`src/rtl/wb_multi_counter.sv`:
```
// wb_multi_counter: bank of CHANNELS independent up/down counters behind a Wishbone slave.
//
// Ports
//   wb_clk_i, wb_rst_i            clock, asynchronous active-high reset
//   wbs_cyc_i/stb_i/we_i/sel_i    Wishbone request; adr[7:4] = channel, adr[3:2] = register
//   wbs_dat_i, wbs_adr_i          write data, address
//   wbs_ack_o, wbs_dat_o          one-cycle acknowledge, read data (0 outside the ack cycle)
//   la_data_in, la_oenb           logic-analyzer inputs (used only with COUNTER_LA_CTRL_EN)
//   la_data_out                   channel 0 count with COUNTER_LA_CTRL_EN, else 0
//   count_o                       all counts concatenated, channel 0 in the LSBs
//   irq_o                         per-channel level interrupt, STATUS & IRQ_EN
//
// Register map per channel: 0 CTRL {STATUS, IRQ_EN, DIR, EN}, 1 STEP, 2 COUNT, 3 LIMIT.
// Optional feature macro: COUNTER_LA_CTRL_EN (LA freeze/clear per channel).
module wb_multi_counter #(
  parameter int unsigned CHANNELS     = 4,
  parameter int unsigned WIDTH        = 16,
  parameter int unsigned DEFAULT_STEP = 1
) (
  input  logic                      wb_clk_i,
  input  logic                      wb_rst_i,
  input  logic                      wbs_stb_i,
  input  logic                      wbs_cyc_i,
  input  logic                      wbs_we_i,
  input  logic [3:0]                wbs_sel_i,
  input  logic [31:0]               wbs_dat_i,
  input  logic [31:0]               wbs_adr_i,
  output logic                      wbs_ack_o,
  output logic [31:0]               wbs_dat_o,
  input  logic [31:0]               la_data_in,
  input  logic [31:0]               la_oenb,
  output logic [31:0]               la_data_out,
  output logic [CHANNELS*WIDTH-1:0] count_o,
  output logic [CHANNELS-1:0]       irq_o
);

  logic       valid;
  logic [3:0] chan;
  logic [1:0] regsel;
  logic       ack_q;
  logic       bus_wr;
  logic [31:0] byte_mask;

  logic [WIDTH-1:0] count_q [CHANNELS];
  logic [WIDTH-1:0] count_d [CHANNELS];
  logic [WIDTH-1:0] step_q  [CHANNELS];
  logic [WIDTH-1:0] step_d  [CHANNELS];
  logic [WIDTH-1:0] limit_q [CHANNELS];
  logic [WIDTH-1:0] limit_d [CHANNELS];
  logic [WIDTH:0]   sum     [CHANNELS];
  logic [CHANNELS-1:0] en_q, en_d, dir_q, dir_d, irqen_q, irqen_d, status_q, status_d;
  logic [CHANNELS-1:0] sel_ch, run, hit, la_freeze, la_clear;

  assign valid     = wbs_cyc_i & wbs_stb_i;
  assign chan      = wbs_adr_i[7:4];
  assign regsel    = wbs_adr_i[3:2];
  // Writes commit on the edge that closes the ack cycle.
  assign bus_wr    = ack_q & valid & wbs_we_i;
  assign wbs_ack_o = ack_q;

  logic unused;
  assign unused = ^{wbs_adr_i[31:8], wbs_adr_i[1:0], la_data_in, la_oenb};

  function automatic logic [WIDTH-1:0] merge_bytes(input logic [WIDTH-1:0] old,
                                                   input logic [31:0] data,
                                                   input logic [31:0] mask);
    logic [31:0] full;
    full = (32'(old) & ~mask) | (data & mask);
    return full[WIDTH-1:0];
  endfunction

`ifdef COUNTER_LA_CTRL_EN
  always_comb begin
    la_freeze = '0;
    la_clear  = '0;
    for (int i = 0; i < int'(CHANNELS); i++) begin
      la_freeze[i] = ~la_oenb[i] & la_data_in[i];
      la_clear[i]  = ~la_oenb[16+i] & la_data_in[16+i];
    end
    la_data_out = 32'(count_q[0]);
  end
`else
  assign la_freeze   = '0;
  assign la_clear    = '0;
  assign la_data_out = '0;
`endif

  always_comb begin
    byte_mask = '0;
    for (int b = 0; b < 4; b++) byte_mask[8*b +: 8] = {8{wbs_sel_i[b]}};
  end

  always_comb begin
    sel_ch    = '0;
    run       = '0;
    hit       = '0;
    en_d      = en_q;
    dir_d     = dir_q;
    irqen_d   = irqen_q;
    status_d  = status_q;
    wbs_dat_o = '0;
    count_o   = '0;
    for (int i = 0; i < int'(CHANNELS); i++) begin
      count_d[i] = count_q[i];
      step_d[i]  = step_q[i];
      limit_d[i] = limit_q[i];
      // Out-of-range channel numbers never match any i, so they read 0 and write nothing.
      sel_ch[i]  = (chan == 4'(i));
      sum[i]     = {1'b0, count_q[i]} + {1'b0, step_q[i]};
      run[i]     = en_q[i] & ~la_freeze[i] & (step_q[i] != '0);

      if (run[i]) begin
        if (dir_q[i]) begin
          hit[i]     = count_q[i] < step_q[i];
          count_d[i] = hit[i] ? limit_q[i] : count_q[i] - step_q[i];
        end else begin
          hit[i]     = sum[i] > {1'b0, limit_q[i]};
          count_d[i] = hit[i] ? '0 : sum[i][WIDTH-1:0];
        end
      end

      if (bus_wr && sel_ch[i]) begin
        case (regsel)
          2'd0: begin
            if (wbs_sel_i[0]) begin
              en_d[i]    = wbs_dat_i[0];
              dir_d[i]   = wbs_dat_i[1];
              irqen_d[i] = wbs_dat_i[2];
              if (wbs_dat_i[3]) status_d[i] = 1'b0;
            end
          end
          2'd1: step_d[i]  = merge_bytes(step_q[i], wbs_dat_i, byte_mask);
          2'd2: count_d[i] = merge_bytes(count_q[i], wbs_dat_i, byte_mask);
          default: limit_d[i] = merge_bytes(limit_q[i], wbs_dat_i, byte_mask);
        endcase
      end

      if (la_clear[i]) count_d[i] = '0;
      // A hit outranks a simultaneous write-1-to-clear.
      if (hit[i]) status_d[i] = 1'b1;

      if (ack_q && sel_ch[i]) begin
        case (regsel)
          2'd0:    wbs_dat_o = {28'd0, status_q[i], irqen_q[i], dir_q[i], en_q[i]};
          2'd1:    wbs_dat_o = 32'(step_q[i]);
          2'd2:    wbs_dat_o = 32'(count_q[i]);
          default: wbs_dat_o = 32'(limit_q[i]);
        endcase
      end

      count_o[i*WIDTH +: WIDTH] = count_q[i];
    end
  end

  assign irq_o = status_q & irqen_q;

  always_ff @(posedge wb_clk_i or posedge wb_rst_i) begin
    if (wb_rst_i) begin
      ack_q    <= 1'b0;
      en_q     <= '0;
      dir_q    <= '0;
      irqen_q  <= '0;
      status_q <= '0;
      for (int i = 0; i < int'(CHANNELS); i++) begin
        count_q[i] <= '0;
        step_q[i]  <= WIDTH'(DEFAULT_STEP);
        limit_q[i] <= '1;
      end
    end else begin
      ack_q    <= valid & ~ack_q;
      en_q     <= en_d;
      dir_q    <= dir_d;
      irqen_q  <= irqen_d;
      status_q <= status_d;
      for (int i = 0; i < int'(CHANNELS); i++) begin
        count_q[i] <= count_d[i];
        step_q[i]  <= step_d[i];
        limit_q[i] <= limit_d[i];
      end
    end
  end

endmodule

```
`config.mk`:
```
export PLATFORM = sky130hd
export DESIGN_NAME = wb_multi_counter
export DESIGN_NICKNAME = d
export VERILOG_FILES = /design/src/rtl/wb_multi_counter.sv
export SDC_FILE = /design/constraint.sdc
export NUM_CORES = 1
export LEC_CHECK = 0
export ABC_AREA = 0
export BUFFER_PORTS_ARGS = -buffer_cell sky130_fd_sc_hd__buf_4
export CAP_MARGIN = 0
export CORE_ASPECT_RATIO = 1.1
export CORE_MARGIN = 2
export CORE_UTILIZATION = 40
export DETAILED_ROUTE_END_ITERATION = 6
export PLACE_DENSITY = 0.62
export SYNTH_ARGS = -nofsm -noshare
export SYNTH_HDL_FRONTEND = slang
export SYNTH_SLANG_ARGS = --single-unit
```
`constraint.sdc`:
```
create_clock -name wb_clk_i -period 10.15 [get_ports wb_clk_i]
set_input_delay 1.015 -clock wb_clk_i [delete_from_list [all_inputs] [get_ports wb_clk_i]]
set_output_delay 1.015 -clock wb_clk_i [all_outputs]
set_load 0.005 [all_outputs]
```
### Word-level counts from Yosys, hierarchy flattened

Cells that the tools add are included.

* output and inout bits: 133
* bits of input ports: 137
* logic and storage cells: 185
* register bits: 209

* add/sub/neg operators: 8
* magnitude comparators: 8
* reduce and logical (&&, ||, !) cells: 47
* bitwise gates (word level): 37
* muxes and demuxes: 51
* equal/unequal tests: 5

Operators by type and width (number)
* 16-bit 2-to-1 mux: 25
* 16-bit bitwise AND: 13
* 16-bit OR: 12
* 16-bit one-hot mux with 3 select lines: 4
* 32-bit 2-to-1 mux: 3
* 16-bit by 16-bit adder with 17-bit output: 4
* 17-bit by 16-bit greater-than comparator with 1-bit output: 4
* 16-bit less-than comparator: 4
* 16-bit nonzero test: 4
* 16-bit subtractor: 4
* 2-bit nonzero test: 16
* 1-bit 2-to-1 mux: 19
* 16-bit inverter: 1
* 2-bit AND reduction: 8
* 4-bit AND reduction: 4
* 3-bit AND reduction: 4
* 1-bit bitwise AND: 8
* 4-bit by 2-bit equality test with 1-bit output, second input constant: 2
* 1-bit logical AND: 8
* 4-bit bitwise AND: 1
* 4-bit by 1-bit equality test with 1-bit output, second input constant: 1
* 4-bit logical NOT: 1
* 3-bit OR reduction: 1
* 2-bit by 1-bit equality test with 1-bit output, second input constant: 1
* other kinds (3): 4

### Logic depth before layout (Yosys ltp)

* depth after elaboration: 7
* mapped depth: 20
* gate-level depth less buffers: 18

### Worst setup path before layout

Ideal clock, no wire load.

* path kind: flip-flop to flip-flop
* from: register with a tool-made name
* to: register with a tool-made name
* arrival time: 4.206 ns
* setup time: 0.092 ns
* setup slack: 5.852 ns
* period minus slack after synthesis: 4.298 ns
* path buffers: 1
* cell stages (with the launch flop): 20
* required time: 10.058 ns
* cells stage by stage: dfrtp_1 -> ha_1 -> fa_1 -> nor2b_1 -> o211a_1 -> o41a_1 -> nor3_2 -> or2_2 -> mux2i_1 -> and2_1 -> ha_1 -> nand4_1 -> nor3_1 -> a21boi_0 -> o41ai_1 -> o211ai_1 -> nor2_4 -> buf_6 -> o221ai_2 -> o31ai_2

==> flow_results.xml <==
<?xml version="1.0" encoding="UTF-8"?>
<metrics>
  <group name="outcome">
    <metric name="run_status" unit="">finished clean</metric>
  </group>
  <group name="clocking">
    <metric name="ctsLongestPathBuffers" unit="">3</metric>
    <metric name="cts_max_level" unit="">1</metric>
    <metric name="tritoncts_clock_tree" unit="">built</metric>
    <metric name="clock-root-buffer" unit="">clkbuf_16</metric>
    <metric name="cts_hold_repair.buffers" unit="">0</metric>
    <metric name="postCtsSetupRepairBufs" unit="">0</metric>
    <metric name="path_clk_slew" unit="ps">60</metric>
    <metric name="post_cts.resized_instances" unit="">0</metric>
    <metric name="clk-insertion-delay-late" unit="ps">550</metric>
    <metric name="tritoncts_buffers" unit="">26</metric>
    <metric name="clkSinkCount" unit="">209</metric>
  </group>
  <group name="power_and_ir_drop">
    <metric name="post-layout-total-power" unit="uW">2550</metric>
    <metric name="power_per_cell_area" unit="mW/mm^2">117</metric>
    <metric name="peakVddDrop" unit="mV">0.112</metric>
    <metric name="p_leak" unit="uW">0.00930</metric>
  </group>
  <group name="drt">
    <metric name="first_pass_iters" unit="">5</metric>
    <metric name="first_iter_violations" unit="">1782</metric>
    <metric name="post_drt_wl_per_cell" unit="microns">24.2</metric>
    <metric name="routed_wirelength" unit="microns">74100</metric>
    <metric name="detail_route.drc_violations" unit="">0</metric>
    <metric name="antenna_left" unit="">0</metric>
    <metric name="route.detailed.vias_per_inst" unit="">6.16</metric>
    <metric name="dr_total_vias" unit="">18833</metric>
  </group>
  <group name="logic_synthesis">
    <metric name="syn-cell-area" unit="sq mm">0.0199</metric>
    <metric name="synth_top_area_frac" unit="">0.177</metric>
    <metric name="ys_ff_latch" unit="">209</metric>
    <metric name="synth_top_cell_by_area" unit="">dfrtp_1</metric>
    <metric name="sequential_to_total_area_share_from_yosys_stat" unit="">0.266</metric>
    <metric name="yosys.cell_types.count" unit="">99</metric>
    <metric name="syn_inst" unit="">2378</metric>
    <metric name="synthTopCellsByArea" unit="">dfrtp_1 18%, ha_1 12%, dfstp_2 9.0%, mux2_2 4.9%, o21ai_0 4.5%</metric>
    <metric name="synth_enable_flop_cells" unit="">0</metric>
    <metric name="ys.warnings.count" unit="">0</metric>
    <metric name="postSynth.topFlopCell" unit="">dfrtp_1</metric>
    <metric name="syn-mean-instance-area" unit="sq um">8.39</metric>
    <metric name="synth_async_sr_flop_share" unit="">1.00</metric>
  </group>
  <group name="sta">
    <metric name="hold_viol_final" unit="">0</metric>
    <metric name="layout_worst_path_cycle_share" unit="">0.536</metric>
    <metric name="setup_total_negative_slack" unit="ps">0</metric>
    <metric name="tightest_slew" unit="ps">1180</metric>
    <metric name="rsz0062_at_grt" unit="">false</metric>
    <metric name="finalWorstPathRequiredPeriod" unit="ps">5440</metric>
    <metric name="max_freq" unit="GHz">0.184</metric>
    <metric name="setup_violators_final" unit="">0</metric>
    <metric name="setup_ws" unit="ps">4710</metric>
    <metric name="slew_headroom" unit="">0.210</metric>
    <metric name="worst_clock_skew" unit="ps">22.5</metric>
    <metric name="maxSlewViolCount" unit="">0</metric>
  </group>
  <group name="final_layout">
    <metric name="postLayoutCoreUtil" unit="">0.444</metric>
    <metric name="post_route_cells_drive_above_1_share" unit="">0.162</metric>
    <metric name="area_delta_synth_final" unit="%">9.37</metric>
    <metric name="sequential_cell_area" unit="sq mm">0.00532</metric>
    <metric name="nets" unit="">2723</metric>
    <metric name="nFillCells" unit="">4840</metric>
    <metric name="multi_input_area" unit="sq mm">0.0132</metric>
    <metric name="layout.cell_area.non_filler" unit="sq mm">0.0218</metric>
  </group>
  <group name="floorplanning">
    <metric name="initial_utilization" unit="">0.406</metric>
    <metric name="row_count" unit="">85</metric>
    <metric name="chipWidth" unit="microns">217</metric>
    <metric name="floorplan.io_pins" unit="">270</metric>
    <metric name="overall_die_area" unit="sq mm">0.0517</metric>
    <metric name="dieHeight" unit="microns">238</metric>
    <metric name="core-area" unit="sq mm">0.0491</metric>
  </group>
  <group name="setup_path">
    <metric name="worstPathCellList" unit="">inv_1 &gt; ha_1 &gt; nor2_1 &gt; a221oi_1 &gt; o21ai_0 &gt; o41ai_1 &gt; o311ai_0 &gt; ha_1 &gt; nand4_1 &gt; nor2_1 &gt; nand4_1 &gt; o21ai_0 &gt; nand2_1 &gt; a21oi_1 &gt; a21boi_0 &gt; a21oi_1</metric>
    <metric name="crit_required" unit="ps">10610</metric>
    <metric name="timing.critical_path.slowest_stage_cell" unit="">a21oi_1</metric>
    <metric name="reg2reg_setup_slack" unit="ps">4710</metric>
    <metric name="criticalPathCategory" unit="">reg2reg</metric>
    <metric name="endpoint_kind_of_the_worst_setup_timing_path" unit="">flop</metric>
    <metric name="critical_path.max_stage_delay" unit="ps">910</metric>
    <metric name="worst-r2r-cell-count" unit="">16</metric>
    <metric name="crit_arrival" unit="ps">5900</metric>
    <metric name="cp_max_fo" unit="">12</metric>
    <metric name="crit_path_start_kind" unit="">flop</metric>
  </group>
  <group name="global_routing">
    <metric name="grt_pass1_wl" unit="microns">111000</metric>
    <metric name="grt_use_met1" unit="">0.371</metric>
    <metric name="number_of_antenna_violations_at_the_first_check_in_global_routing" unit="">2</metric>
    <metric name="top_usage_layer" unit="">met2</metric>
    <metric name="first_global_vias" unit="">18159</metric>
    <metric name="grtUsageTotal" unit="">0.278</metric>
    <metric name="grt_start_max_net_pins" unit="">89</metric>
    <metric name="grt_use_met2" unit="">0.450</metric>
    <metric name="global_route.overflow_total" unit="">0</metric>
    <metric name="met3_track_demand_over_resource" unit="">0.0404</metric>
  </group>
  <group name="placed_design">
    <metric name="dp_worst_setup_slack" unit="ps">4900</metric>
    <metric name="port_buffers" unit="">113</metric>
    <metric name="hpwl" unit="microns">55100</metric>
    <metric name="post_dp_cell_area" unit="sq mm">0.0209</metric>
    <metric name="place_congestion" unit="">0.987</metric>
  </group>
  <group name="worst_hold_path">
    <metric name="worst_min_delay_path_class" unit="">reg2reg</metric>
  </group>
  <group name="job">
    <metric name="drv_cap" unit="">0</metric>
  </group>
</metrics>
cells in the mapped netlist (11+ instances only):
master,count
a221oi_1,32
nand2_1,212
clkbuf_1,95
nand4_1,26
ha_1,192
nor2b_1,34
o22ai_1,56
o21ai_0,180
mux4_2,16
inv_1,183
o21a_1,17
o31ai_1,17
buf_2,28
xor2_1,21
dfstp_2,68
o22a_1,15
a21o_1,28
a22oi_1,57
mux2i_1,22
dfrtp_1,141
nor3_1,44
xnor2_1,61
o211ai_1,25
nor4_1,25
nor2_1,155
mux2_2,87
a31oi_1,25
nand3_1,40
o21bai_1,11
a21oi_1,132
a211oi_1,15
buf_4,53
o221ai_1,18
nand2b_1,36
where the power goes:
part	switching, uW	total, uW	leakage, uW	internal, uW
clock	391	1010	0.000447	617
sequential	43.3	901	0.00224	858
combinational	407	645	0.00661	238
through the flow:
step / hold WS, ps / std cells
finish: 524 / 3059
global route: 545 / 3059
detailed placement: 494 / 3010
global placement: 489 / 3010
CTS: 513 / 3058
floorplan: 456 / 2425
kinds of logic after synthesis:
family,Yosys count,synth area share
DFF,209,0.266
adders and majority gates,200,0.128
buffers and inverters,372,0.0829
other,1,0.000188
and+or+nand+nor,657,0.161
AOI/OAI and AO/OA,729,0.245
xor gates and xnor gates,82,0.0360
muxes,128,0.0800
worst min-delay path by stage:
stage                startpoint     endpoint  depth (start not counted)
floorplan           status_q[3]  status_q[3]                          2
global placement    status_q[3]  status_q[3]                          2
detailed placement  status_q[3]  status_q[3]                          2
CTS                 status_q[3]  status_q[3]                          2
global route         irqen_q[0]   irqen_q[0]                          1
finish               irqen_q[1]   irqen_q[1]                          1
cells in the final DEF (no fill, tap or decap), types with 57 or more instances in the layout:
cell     synthesis  final
a21oi_1        132    131
a22oi_1         57     57
buf_4           53    122
dfrtp_1        141    141
dfstp_2         68     68
ha_1           192    192
inv_1          183    182
mux2_2          87     87
nand2_1        212    212
nor2_1         155    155
o21ai_0        180    180
xnor2_1         61     61
critical path, delay by kind of cell, from the launching register on:
family / cells / cell delay [ps]
compound gates: 8 / 3430
simple gates: 5 / 590
flops: 1 / 450
fa+ha+maj: 2 / 810
buf+inv: 1 / 70
layout make-up:
cell class / instances / area share
repair buffers: 122 / 0.0420
diodes: 1 / 0.000115
multi-input cells: 1844 / 0.604
well taps: 652 / 0.0374
flip-flops and latches: 209 / 0.244
inverters: 183 / 0.0318
clock buffers: 39 / 0.0349
clock inverters: 9 / 0.00665
routing by layer:
metal  part of all wire  routed length, microns
met5                  0                       0
met4              0.048                    3520
met3              0.077                    5680
met2               0.46                   33800
met1               0.42                   31100
Power figures use the tool's default switching activity.
